**src/rtl/crypto_sha256_stream_top.sv**
```systemverilog
// Wishbone-mapped SHA-256 streamer: buffers 512-bit blocks and feeds a one-round-per-cycle core.
// Optional completion interrupt (irq_o) is built only when CRYPTO_SHA256_IRQ_EN is defined.

module sha256_core (
  input  logic         clk,
  input  logic         load_i,
  input  logic [511:0] data_i,
  input  logic [255:0] state_i,
  output logic [255:0] state_o,
  output logic         busy_o
);
  localparam logic [63:0][31:0] K = {
    32'h428a2f98, 32'h71374491, 32'hb5c0fbcf, 32'he9b5dba5, 32'h3956c25b, 32'h59f111f1, 32'h923f82a4, 32'hab1c5ed5,
    32'hd807aa98, 32'h12835b01, 32'h243185be, 32'h550c7dc3, 32'h72be5d74, 32'h80deb1fe, 32'h9bdc06a7, 32'hc19bf174,
    32'he49b69c1, 32'hefbe4786, 32'h0fc19dc6, 32'h240ca1cc, 32'h2de92c6f, 32'h4a7484aa, 32'h5cb0a9dc, 32'h76f988da,
    32'h983e5152, 32'ha831c66d, 32'hb00327c8, 32'hbf597fc7, 32'hc6e00bf3, 32'hd5a79147, 32'h06ca6351, 32'h14292967,
    32'h27b70a85, 32'h2e1b2138, 32'h4d2c6dfc, 32'h53380d13, 32'h650a7354, 32'h766a0abb, 32'h81c2c92e, 32'h92722c85,
    32'ha2bfe8a1, 32'ha81a664b, 32'hc24b8b70, 32'hc76c51a3, 32'hd192e819, 32'hd6990624, 32'hf40e3585, 32'h106aa070,
    32'h19a4c116, 32'h1e376c08, 32'h2748774c, 32'h34b0bcb5, 32'h391c0cb3, 32'h4ed8aa4a, 32'h5b9cca4f, 32'h682e6ff3,
    32'h748f82ee, 32'h78a5636f, 32'h84c87814, 32'h8cc70208, 32'h90befffa, 32'ha4506ceb, 32'hbef9a3f7, 32'hc67178f2};

  // Working variables: index 7 = a ... index 0 = h; w_q[15] is the current schedule word.
  logic [7:0][31:0]  hin_q, v_q, v_d;
  logic [15:0][31:0] w_q;
  logic [31:0]       w_new;
  logic [5:0]        t_q;
  logic              busy_q;

  function automatic logic [31:0] rotr(input logic [31:0] x, input int unsigned n);
    return (x >> n) | (x << (32 - n));
  endfunction

  // One compression round plus the next message-schedule word.
  always_comb begin
    logic [31:0] s1, ch, t1, s0, maj;
    s1    = rotr(v_q[3], 6) ^ rotr(v_q[3], 11) ^ rotr(v_q[3], 25);
    ch    = (v_q[3] & v_q[2]) ^ (~v_q[3] & v_q[1]);
    t1    = v_q[0] + s1 + ch + K[6'd63 - t_q] + w_q[15];
    s0    = rotr(v_q[7], 2) ^ rotr(v_q[7], 13) ^ rotr(v_q[7], 22);
    maj   = (v_q[7] & v_q[6]) ^ (v_q[7] & v_q[5]) ^ (v_q[6] & v_q[5]);
    v_d   = {t1 + s0 + maj, v_q[7], v_q[6], v_q[5], v_q[4] + t1, v_q[3], v_q[2], v_q[1]};
    w_new = (rotr(w_q[1], 17) ^ rotr(w_q[1], 19) ^ (w_q[1] >> 10)) + w_q[6]
          + (rotr(w_q[14], 7) ^ rotr(w_q[14], 18) ^ (w_q[14] >> 3)) + w_q[15];
  end

  // Load a block or advance one round; busy drops after round 63.
  always_ff @(posedge clk) begin
    if (load_i) begin
      hin_q  <= state_i;
      v_q    <= state_i;
      w_q    <= data_i;
      t_q    <= '0;
      busy_q <= 1'b1;
    end else if (busy_q) begin
      v_q <= v_d;
      w_q <= {w_q[14:0], w_new};
      t_q <= t_q + 6'd1;
      if (t_q == 6'd63) busy_q <= 1'b0;
    end
  end

  // Feed-forward sum of the chaining input and the final working variables.
  always_comb begin
    for (int i = 0; i < 8; i++) state_o[i*32 +: 32] = hin_q[i] + v_q[i];
  end

  assign busy_o = busy_q;
endmodule

module crypto_sha256_stream_top #(
  parameter int unsigned NUM_BLOCKS = 2,
  parameter int unsigned AW         = 7
) (
  input  logic        wb_clk_i,
  input  logic        wb_rst_n_i,
  input  logic [31:0] wb_adr_i,
  input  logic [31:0] wb_dat_i,
  input  logic [3:0]  wb_sel_i,
  input  logic        wb_we_i,
  input  logic [1:0]  wb_bte_i,
  input  logic [2:0]  wb_cti_i,
  input  logic        wb_cyc_i,
  input  logic        wb_stb_i,
`ifdef CRYPTO_SHA256_IRQ_EN
  output logic        irq_o,
`endif
  output logic        wb_ack_o,
  output logic        wb_err_o,
  output logic        wb_rty_o,
  output logic [31:0] wb_dat_o
);
  localparam int unsigned SW  = (NUM_BLOCKS > 1) ? $clog2(NUM_BLOCKS) : 1;
  localparam int unsigned WAW = AW - 2;
  localparam logic [7:0][31:0] IV = {32'h6a09e667, 32'hbb67ae85, 32'h3c6ef372, 32'ha54ff53a,
                                     32'h510e527f, 32'h9b05688c, 32'h1f83d9ab, 32'h5be0cd19};

  typedef enum logic [2:0] {IDLE, LOAD, WAITB, RUN, UPD} seq_e;

  seq_e              state_q, state_d;
  logic [3:0]        queued_q, queued_d, widx_q, widx_d;
  logic [SW-1:0]     head_q, head_d, wslot_q, wslot_d;
  logic [7:0][31:0]  chain_q, chain_d;
  logic              done_q, done_d, irq_en_q, irq_en_d;
  logic              ack_q, ack_d, err_q, err_d;
  logic [31:0]       dat_q, dat_d;
  logic [15:0][31:0] buf_q [2**SW];
  logic              load_c, busy_c, full_c, req_c, buf_we_c, commit_c, upd_c, core_busy;
  logic [WAW-1:0]    wa_c;
  logic [255:0]      core_state;
  logic              unused_ok;

  function automatic logic [SW-1:0] slot_inc(input logic [SW-1:0] s);
    return (s == SW'(NUM_BLOCKS - 1)) ? '0 : s + SW'(1);
  endfunction

  assign req_c  = wb_cyc_i & wb_stb_i & ~ack_q & ~err_q;
  assign wa_c   = wb_adr_i[AW-1:2];
  assign upd_c  = (state_q == UPD);
  assign busy_c = (state_q != IDLE) || (queued_q != 4'd0);
  assign full_c = (queued_q == 4'(NUM_BLOCKS));

  sha256_core u_core (
    .clk     (wb_clk_i),
    .load_i  (load_c),
    .data_i  (buf_q[head_q]),
    .state_i (chain_q),
    .state_o (core_state),
    .busy_o  (core_busy)
  );

  // Sequencer next state; load pulses for the single LOAD cycle.
  always_comb begin
    state_d = state_q;
    load_c  = 1'b0;
    case (state_q)
      IDLE:    if (queued_q != 4'd0) state_d = LOAD;
      LOAD:    begin load_c = 1'b1; state_d = WAITB; end
      WAITB:   if (core_busy) state_d = RUN;
      RUN:     if (!core_busy) state_d = UPD;
      UPD:     state_d = IDLE;
      default: state_d = IDLE;
    endcase
  end

  // Bus decode, block buffering and chain/DONE update.
  always_comb begin
    ack_d    = 1'b0;
    err_d    = 1'b0;
    dat_d    = '0;
    widx_d   = widx_q;
    wslot_d  = wslot_q;
    head_d   = head_q;
    chain_d  = chain_q;
    done_d   = done_q;
    irq_en_d = irq_en_q;
    buf_we_c = 1'b0;
    commit_c = 1'b0;
    if (req_c) begin
      if (!wb_we_i) begin
        ack_d = 1'b1;
        if (wa_c == WAW'(0))      dat_d = {30'h0, irq_en_q, 1'b0};
        else if (wa_c == WAW'(1)) dat_d = {16'h0, widx_q, queued_q, 5'h0, done_q, full_c, busy_c};
        else if ((wa_c >> 3) == WAW'(1)) dat_d = chain_q[3'(7) - wa_c[2:0]];
      end else if (wa_c == WAW'(0)) begin
        if (wb_dat_i[0] && (busy_c || widx_q != 4'd0)) begin
          err_d = 1'b1;
        end else begin
          ack_d = 1'b1;
          if (wb_dat_i[0]) begin
            chain_d = IV;
            done_d  = 1'b0;
          end
`ifdef CRYPTO_SHA256_IRQ_EN
          irq_en_d = wb_dat_i[1];
          if (wb_dat_i[2]) done_d = 1'b0;
`endif
        end
      end else if (wa_c == WAW'(2)) begin
        if (full_c) begin
          err_d = 1'b1;
        end else begin
          ack_d    = 1'b1;
          buf_we_c = 1'b1;
          done_d   = 1'b0;
          if (widx_q == 4'd15) begin
            widx_d   = 4'd0;
            commit_c = 1'b1;
            wslot_d  = slot_inc(wslot_q);
          end else begin
            widx_d = widx_q + 4'd1;
          end
        end
      end else begin
        ack_d = 1'b1;
      end
    end
    if (upd_c) begin
      chain_d = core_state;
      head_d  = slot_inc(head_q);
      done_d  = 1'b1;
    end
    queued_d = queued_q + 4'(commit_c) - 4'(upd_c);
  end

  // Control and bus-response registers.
  always_ff @(posedge wb_clk_i or negedge wb_rst_n_i) begin
    if (!wb_rst_n_i) begin
      state_q  <= IDLE;
      queued_q <= '0;
      widx_q   <= '0;
      head_q   <= '0;
      wslot_q  <= '0;
      chain_q  <= IV;
      done_q   <= 1'b0;
      irq_en_q <= 1'b0;
      ack_q    <= 1'b0;
      err_q    <= 1'b0;
      dat_q    <= '0;
    end else begin
      state_q  <= state_d;
      queued_q <= queued_d;
      widx_q   <= widx_d;
      head_q   <= head_d;
      wslot_q  <= wslot_d;
      chain_q  <= chain_d;
      done_q   <= done_d;
      irq_en_q <= irq_en_d;
      ack_q    <= ack_d;
      err_q    <= err_d;
      dat_q    <= dat_d;
    end
  end

  // Message buffer: word 0 lands in the top 32 bits of its slot.
  always_ff @(posedge wb_clk_i) begin
    if (buf_we_c) buf_q[wslot_q][4'd15 - widx_q] <= wb_dat_i;
  end

`ifdef CRYPTO_SHA256_IRQ_EN
  logic irq_q;
  // Registered interrupt level follows the next DONE and IRQ_EN values.
  always_ff @(posedge wb_clk_i or negedge wb_rst_n_i) begin
    if (!wb_rst_n_i) irq_q <= 1'b0;
    else             irq_q <= done_d & irq_en_d;
  end
  assign irq_o = irq_q;
`endif

  assign wb_ack_o  = ack_q;
  assign wb_err_o  = err_q;
  assign wb_rty_o  = 1'b0;
  assign wb_dat_o  = dat_q;
  assign unused_ok = ^{wb_adr_i[31:AW], wb_adr_i[1:0], wb_sel_i, wb_bte_i, wb_cti_i};
endmodule

```
**config.mk**
```make
export PLATFORM = sky130hd
export DESIGN_NAME = crypto_sha256_stream_top
export DESIGN_NICKNAME = d
export VERILOG_FILES = /design/src/rtl/crypto_sha256_stream_top.sv
export SDC_FILE = /design/constraint.sdc
export NUM_CORES = 2
export LEC_CHECK = 0
export ABC_AREA = 1
export ABC_CLOCK_PERIOD_IN_PS = 32100
export BUFFER_PORTS_ARGS = -buffer_cell sky130_fd_sc_hd__buf_2
export CORE_ASPECT_RATIO = 1.1
export CORE_MARGIN = 2
export CORE_UTILIZATION = 35
export DETAILED_ROUTE_END_ITERATION = 8
export GPL_ROUTABILITY_DRIVEN = 0
export PLACE_DENSITY = 0.54
export REMOVE_ABC_BUFFERS = 1
export SLEW_MARGIN = 20
export SYNTH_ARGS = -nofsm -noshare
export SYNTH_HDL_FRONTEND = slang
export SYNTH_SLANG_ARGS = --single-unit
```
**constraint.sdc**
```tcl
create_clock -name wb_clk_i -period 32.1 [get_ports wb_clk_i]
set_input_delay 6.42 -clock wb_clk_i [delete_from_list [all_inputs] [get_ports wb_clk_i]]
set_output_delay 6.42 -clock wb_clk_i [all_outputs]
set_load 0.05 [all_outputs]
```
# Yosys cells after proc, flatten, opt, wreduce, memory -nomap -nowiden
# Memories as Yosys holds them, arrays and structs flattened.
# Cells that the tools add are included.
[op_classes] bitwise_logic=34 reduce_logical=20 muxes=62 eq_ne=17 n_lt_le_gt_ge=4 addsub=27
[ops] op="$mux 256" count=8
[ops] op="$mux 512" count=3
[ops] op="$add 32x32->32" count=18
[ops] op="$xor 32x32->32" count=9
[ops] op="$mux 32" count=8
[ops] op="$and 32x32->32" count=5
[ops] op="$demux 32 s4" count=1
[ops] op="$bmux 32 s3" count=1
[ops] op="$mux 1" count=36
[ops] op="$not 32->32" count=1
[ops] op="$or 10x32->32" count=1
[ops] op="$or 13x32->32" count=1
[ops] op="$or 14x32->32" count=1
[ops] op="$or 15x32->32" count=1
[ops] op="$or 19x32->32" count=1
[ops] op="$or 21x32->32" count=1
[ops] op="$or 25x32->32" count=1
[ops] op="$or 26x32->32" count=1
[ops] op="$or 30x32->32" count=1
[ops] op="$or 7x32->32" count=1
[ops] op="$xor 32x22->32" count=1
[ops] op="$xor 32x29->32" count=1
[ops] op="$pmux 3 s4" count=1
[ops] op="$reduce_and 6->1" count=2
[ops] op="38 further kinds" count=59
[word_totals] output_inout_bits=35 ramBits=1024 ff_bits=1335 mem_bits_ro=2048 input_bits=78 word_cells=217 memories=2
[mem_list] memory="(no name shown)" words=64 width=32 read_ports=1 rd_ports_with_merged_regs=0 write_ports=0 line="38" text="t1 = v_q[0] + s1 + ch + K[6'd63 - t_q] + w_q[15];"
[mem_list] memory="buf_q" words=2 width=512 read_ports=1 rd_ports_with_merged_regs=0 write_ports=1 line="106" text="logic [15:0][31:0] buf_q [2**SW];"

# Depth between registers and ports, before layout
[depth] depth_word=11 mapped_depth=47

# Cells and area by module
# From an unflattened synthesis, not the netlist that was laid out.
[hier_totals] cells_unflattened=12882 area_unflattened_um2=123255.7
[modules_own_cells] module="sha256_core" cells_per_inst=8461 seq_area_each_um2=30889.6 instances=1 area_per_inst_um2=71608.7
[modules_own_cells] module="crypto_sha256_stream_top" cells_per_inst=4421 seq_area_each_um2=38527.0 instances=1 area_per_inst_um2=51647.0

# Least setup slack after synthesis
# OpenSTA, ideal clock, no wires.
[synth_path] path_type="reg2reg" startpoint="register state_q[2]" endpoint="register u_core.v_q (netlist bit u_core.v_d[0]) (enable)" stages_incl_launch_ff=7 t_arrival_ns=13.706 period_less_slack_ns=19.073 required_time_ns=26.733 n_path_buf=3 setup_time_ns=5.367 path_slack_ns=13.027 cell_sequence="dfrtp_1 nor3_2 inv_2 buf_2 buf_2 clkbuf_1 nand2_1"
[synth_via] elab_chain_cells=3
[synth_rtl] item="start: declaration" line="99" text="seq_e state_q, state_d;"
[synth_rtl] item="start signal: assignment" line="220" text="state_q <= state_d;"
[synth_rtl] item="$eq 3x1->1" line="135" text="case (state_q)"
[synth_rtl] item="$mux 1" line="135"
[synth_rtl] item="$reduce_bool 2->1 (no source line)"
[synth_rtl] item="end signal: assignment" line="50" text="v_q <= state_i;"
[synth_rtl] item="end signal: assignment" line="55" text="v_q <= v_d;"
[synth_rtl] item="end: declaration" line="23" text="logic [7:0][31:0] hin_q, v_q, v_d;"
# No other way between the ends.
# A chain may end at the register's enable or synchronous reset.

# Worst setup path after layout
[layout_path] startpoint="input port wb_adr_i[3]" endpoint="register chain_q[232] (netlist bit)"
[layout_via] elab_chain_cells=3
[layout_rtl] item="start: declaration" line="76" text="input logic [31:0] wb_adr_i,"
[layout_rtl] item="$logic_not 5->1" line="164" text="end else if (wa_c == WAW'(0)) begin"
[layout_rtl] item="$reduce_bool 2->1 (no source line)"
[layout_rtl] item="$reduce_and 5->1 (no source line)"
[layout_rtl] item="end signal: assignment" line="225" text="chain_q <= chain_d;"
[layout_rtl] item="end: declaration" line="102" text="logic [7:0][31:0] chain_q, chain_d;"
# No other way between the ends.

==> results.cfg <==
[clocking]
clk_path_buf_depth = 4
cts_made_buffers = 269
postCtsSetupRepairBufs = 0
post_cts_hold_buffer_count = 0
cts-resized-gates = 0
cts.clk_slew.worst_paths_ns = 0.06
htreeDepth = 5
clock-root-buffer = clkbuf_16
cts_num_sinks = 2359
tritoncts_clock_tree = done
worst_skew_pair.late_latency_ns = 0.92

[critical_path]
critical_path_launch_point_type = input pin
critPathLaunch = wb_adr_i[3]
worstReg2RegStart = u_core.t_q[2]$_SDFFE_PP0P_
criticalPathCategory = input pin to flip-flop
cp_data_required_time_ns = 32.79
crit_fanout = 66
critPathCaptureType = flip-flop
cp.arrival_ns = 11.16

[timing]
finalCritPeriodShare = 0.3263
timing.max_slew.rel_slack = 0.07190
totalNegativeSetupSlack_ns = 0
finalWorstPathRequiredPeriod_ns = 10.47
drv_slew = 0
finalHoldViolCount = 0
slew_of_the_pin_with_the_lowest_slew_margin_ns = 1.392
setup_violations = 0
fmax_ghz = 0.09547
final.setup_skew_ns = 0.09684
grt_setup_unrepaired = no

[grt]
gr-usage-all-layers = 0.2281
grt_antenna_before_repair = 19
globalRouteOverflowTotal = 0
largest_net_degree_at_the_start_of_global_routing = 195
grt_pass1_vias = 85830
global_route_wire_length_before_repair_um = 595600

[synthesis]
ys_ff_latch = 2359
number_of_enable_flip_flop_cells_after_synthesis = 2048
synth_cell_types = 65
syn_area_per_cell_um2 = 9.990
post_syn_instances = 12180
async_reset_ff_frac = 0.1289
syn-cell-area_mm2 = 0.1216
sequential_fraction_of_the_synthesis_area = 0.5708
synth-main-ff-cell = edfxtp_1
ys_warn_count = 0

[detailed_routing]
route.antenna.remaining_nets = 0
drt_pass1_iterations = 9
avgViaCountPerCell = 5.350
drt_iter0_drc = 9660
remaining_drc_errors = 0
routedWlPerCell_um = 24.31
drt_wl_total_um = 412200
detailroute.via_count = 90740

[floorplanning]
std_cell_rows = 227
dieHeight_um = 622.3
initial_core_util = 0.3507
fp.coreArea_mm2 = 0.3468
die_x_um = 566.1
design.portCount = 113
die_area_mm2 = 0.3522

[layout]
multi_input_comb_area_mm2 = 0.04615
final_cell_mix = nand2_1 (2356), edfxtp_1 (2048), nor2_1 (1638), inv_1 (1164), o21ai_0 (831)
area.sequential_mm2 = 0.06942
num-fill-cells = 33880
layout-drive-gt1-share = 0.06461
nets = 12840
layout_commonest_cell = nand2_1
fin_cells = 16960
area_growth_syn_to_layout_pct = 11.60

[placement]
placed_cells_incl_taps = 16470
buffer_ports.inserted = 75
place_hpwl_um = 285000

[min_path]
hold_path.startpoint = chain_q[232]$_DFFE_PN0P_
holdCritPathClass = flip-flop to flip-flop

[status]
run_status = finished, final reports clean

[run]
drv.max_cap_violation_count = 0
## path summary, 6_finish.rpt
path                       cells past startpoint                          end  slack, ns
max                                           14     chain_q[232]$_DFFE_PN0P_      21.63
min reg2reg                                    0  u_core.hin_q[232]$_DFFE_PP_       0.43
max reg2reg                                   33    u_core.v_d[214]$_DFFE_PP_      21.94
min                                            0  u_core.hin_q[232]$_DFFE_PP_       0.43
min in group asynchronous                      1       wb_dat_o[21]$_DFF_PN0_       5.56
max in group asynchronous                      3       chain_q[9]$_DFFE_PN0P_      24.37
## metrics by stage
stage | cell area [um2] | setup WS (ns) | util | hold WS (ns)
floorplan | 119700 | -49.37 | - | 0.4249
global placement | 127200 | 20.99 | 0.3666 | 0.4263
global route | 135700 | 21.60 | 0.3913 | 0.4477
CTS | 135700 | 21.85 | 0.3913 | 0.4250
detailed placement | 127200 | 20.93 | 0.3667 | 0.4297
finish | 135700 | 21.63 | 0.3914 | 0.4308
## worst max-delay path: stages
cell,delay [ns]
buf_2,0.21
inv_2,0.47
nand2_4,0.26
inv_2,0.09
buf_4,0.38
nand2_1,0.24
inv_2,0.11
nand2_1,0.08
nand2_2,0.12
nand2_8,0.18
inv_4,0.84
buf_4,0.68
buf_4,0.65
o21ai_0,0.19
## routing by layer
layer / wire (um) / global-route usage
met5: 88 / 0
met4: 23320 / 0.1115
met3: 32730 / 0.04808
met2: 184800 / 0.3595
met1: 171300 / 0.2980
## kinds of logic (layout without fill, tap and decap cells)
family / after synthesis / in the layout / synth area share
flops: 2359 / 2359 / 0.5708
buf+inv: 1665 / 1857 / 0.05218
simple gates: 4691 / 4691 / 0.1538
xor+xnor: 342 / 342 / 0.02463
fa+ha+maj: 619 / 619 / 0.07533
mux: 24 / 24 / 0.001975
compound gates: 2474 / 2474 / 0.1214
other cells: 1 / 14 / 0.00003083
## synth_stat cells (42+ instances only)
library cell  instances  area, um2
o31ai_1             487       3656
fa_1                196       3924
nand4_1              81      506.7
dfrtp_1             168       4204
xor2_1              195       1708
o22ai_1              43      269.0
clkbuf_1            404       1516
o211ai_1             46      345.3
nand3_1             421       2107
nand2_1            2357       8847
dfstp_2             136       3573
o21bai_1             76      570.6
inv_1              1164       4369
o21ai_0             831       4159
ha_1                401       5017
nor3_1               83      415.4
buf_2                42      210.2
xnor2_1             147       1287
a21oi_1             690       3453
nor2_1             1670       6269
edfxtp_1           2048      61500
a21o_1               62      465.5
## state kept, by name (all words and copies together) (netlist names), 4 cells and up
name	cells
u_core.v_d	192
u_core.hin_q	256
u_core.v_q	64
queued_q	4
wb_dat_o	32
chain_q	256
widx_q	4
u_core.w_q	512
u_core.t_q	6
buf_q	1024
## cell type report
class                   count  area share
inverters                1186     0.03298
clock inverters           116    0.008158
multi-input cells        8151      0.3400
diodes                     13   0.0002397
clock buffers             359     0.05461
flip-flops and latches   2359      0.5115
well taps                4580     0.04222
repair buffers            196     0.01034
Power is not shown: default switching activity piles up to over one toggle a cycle in this logic, so the estimate is an artifact.
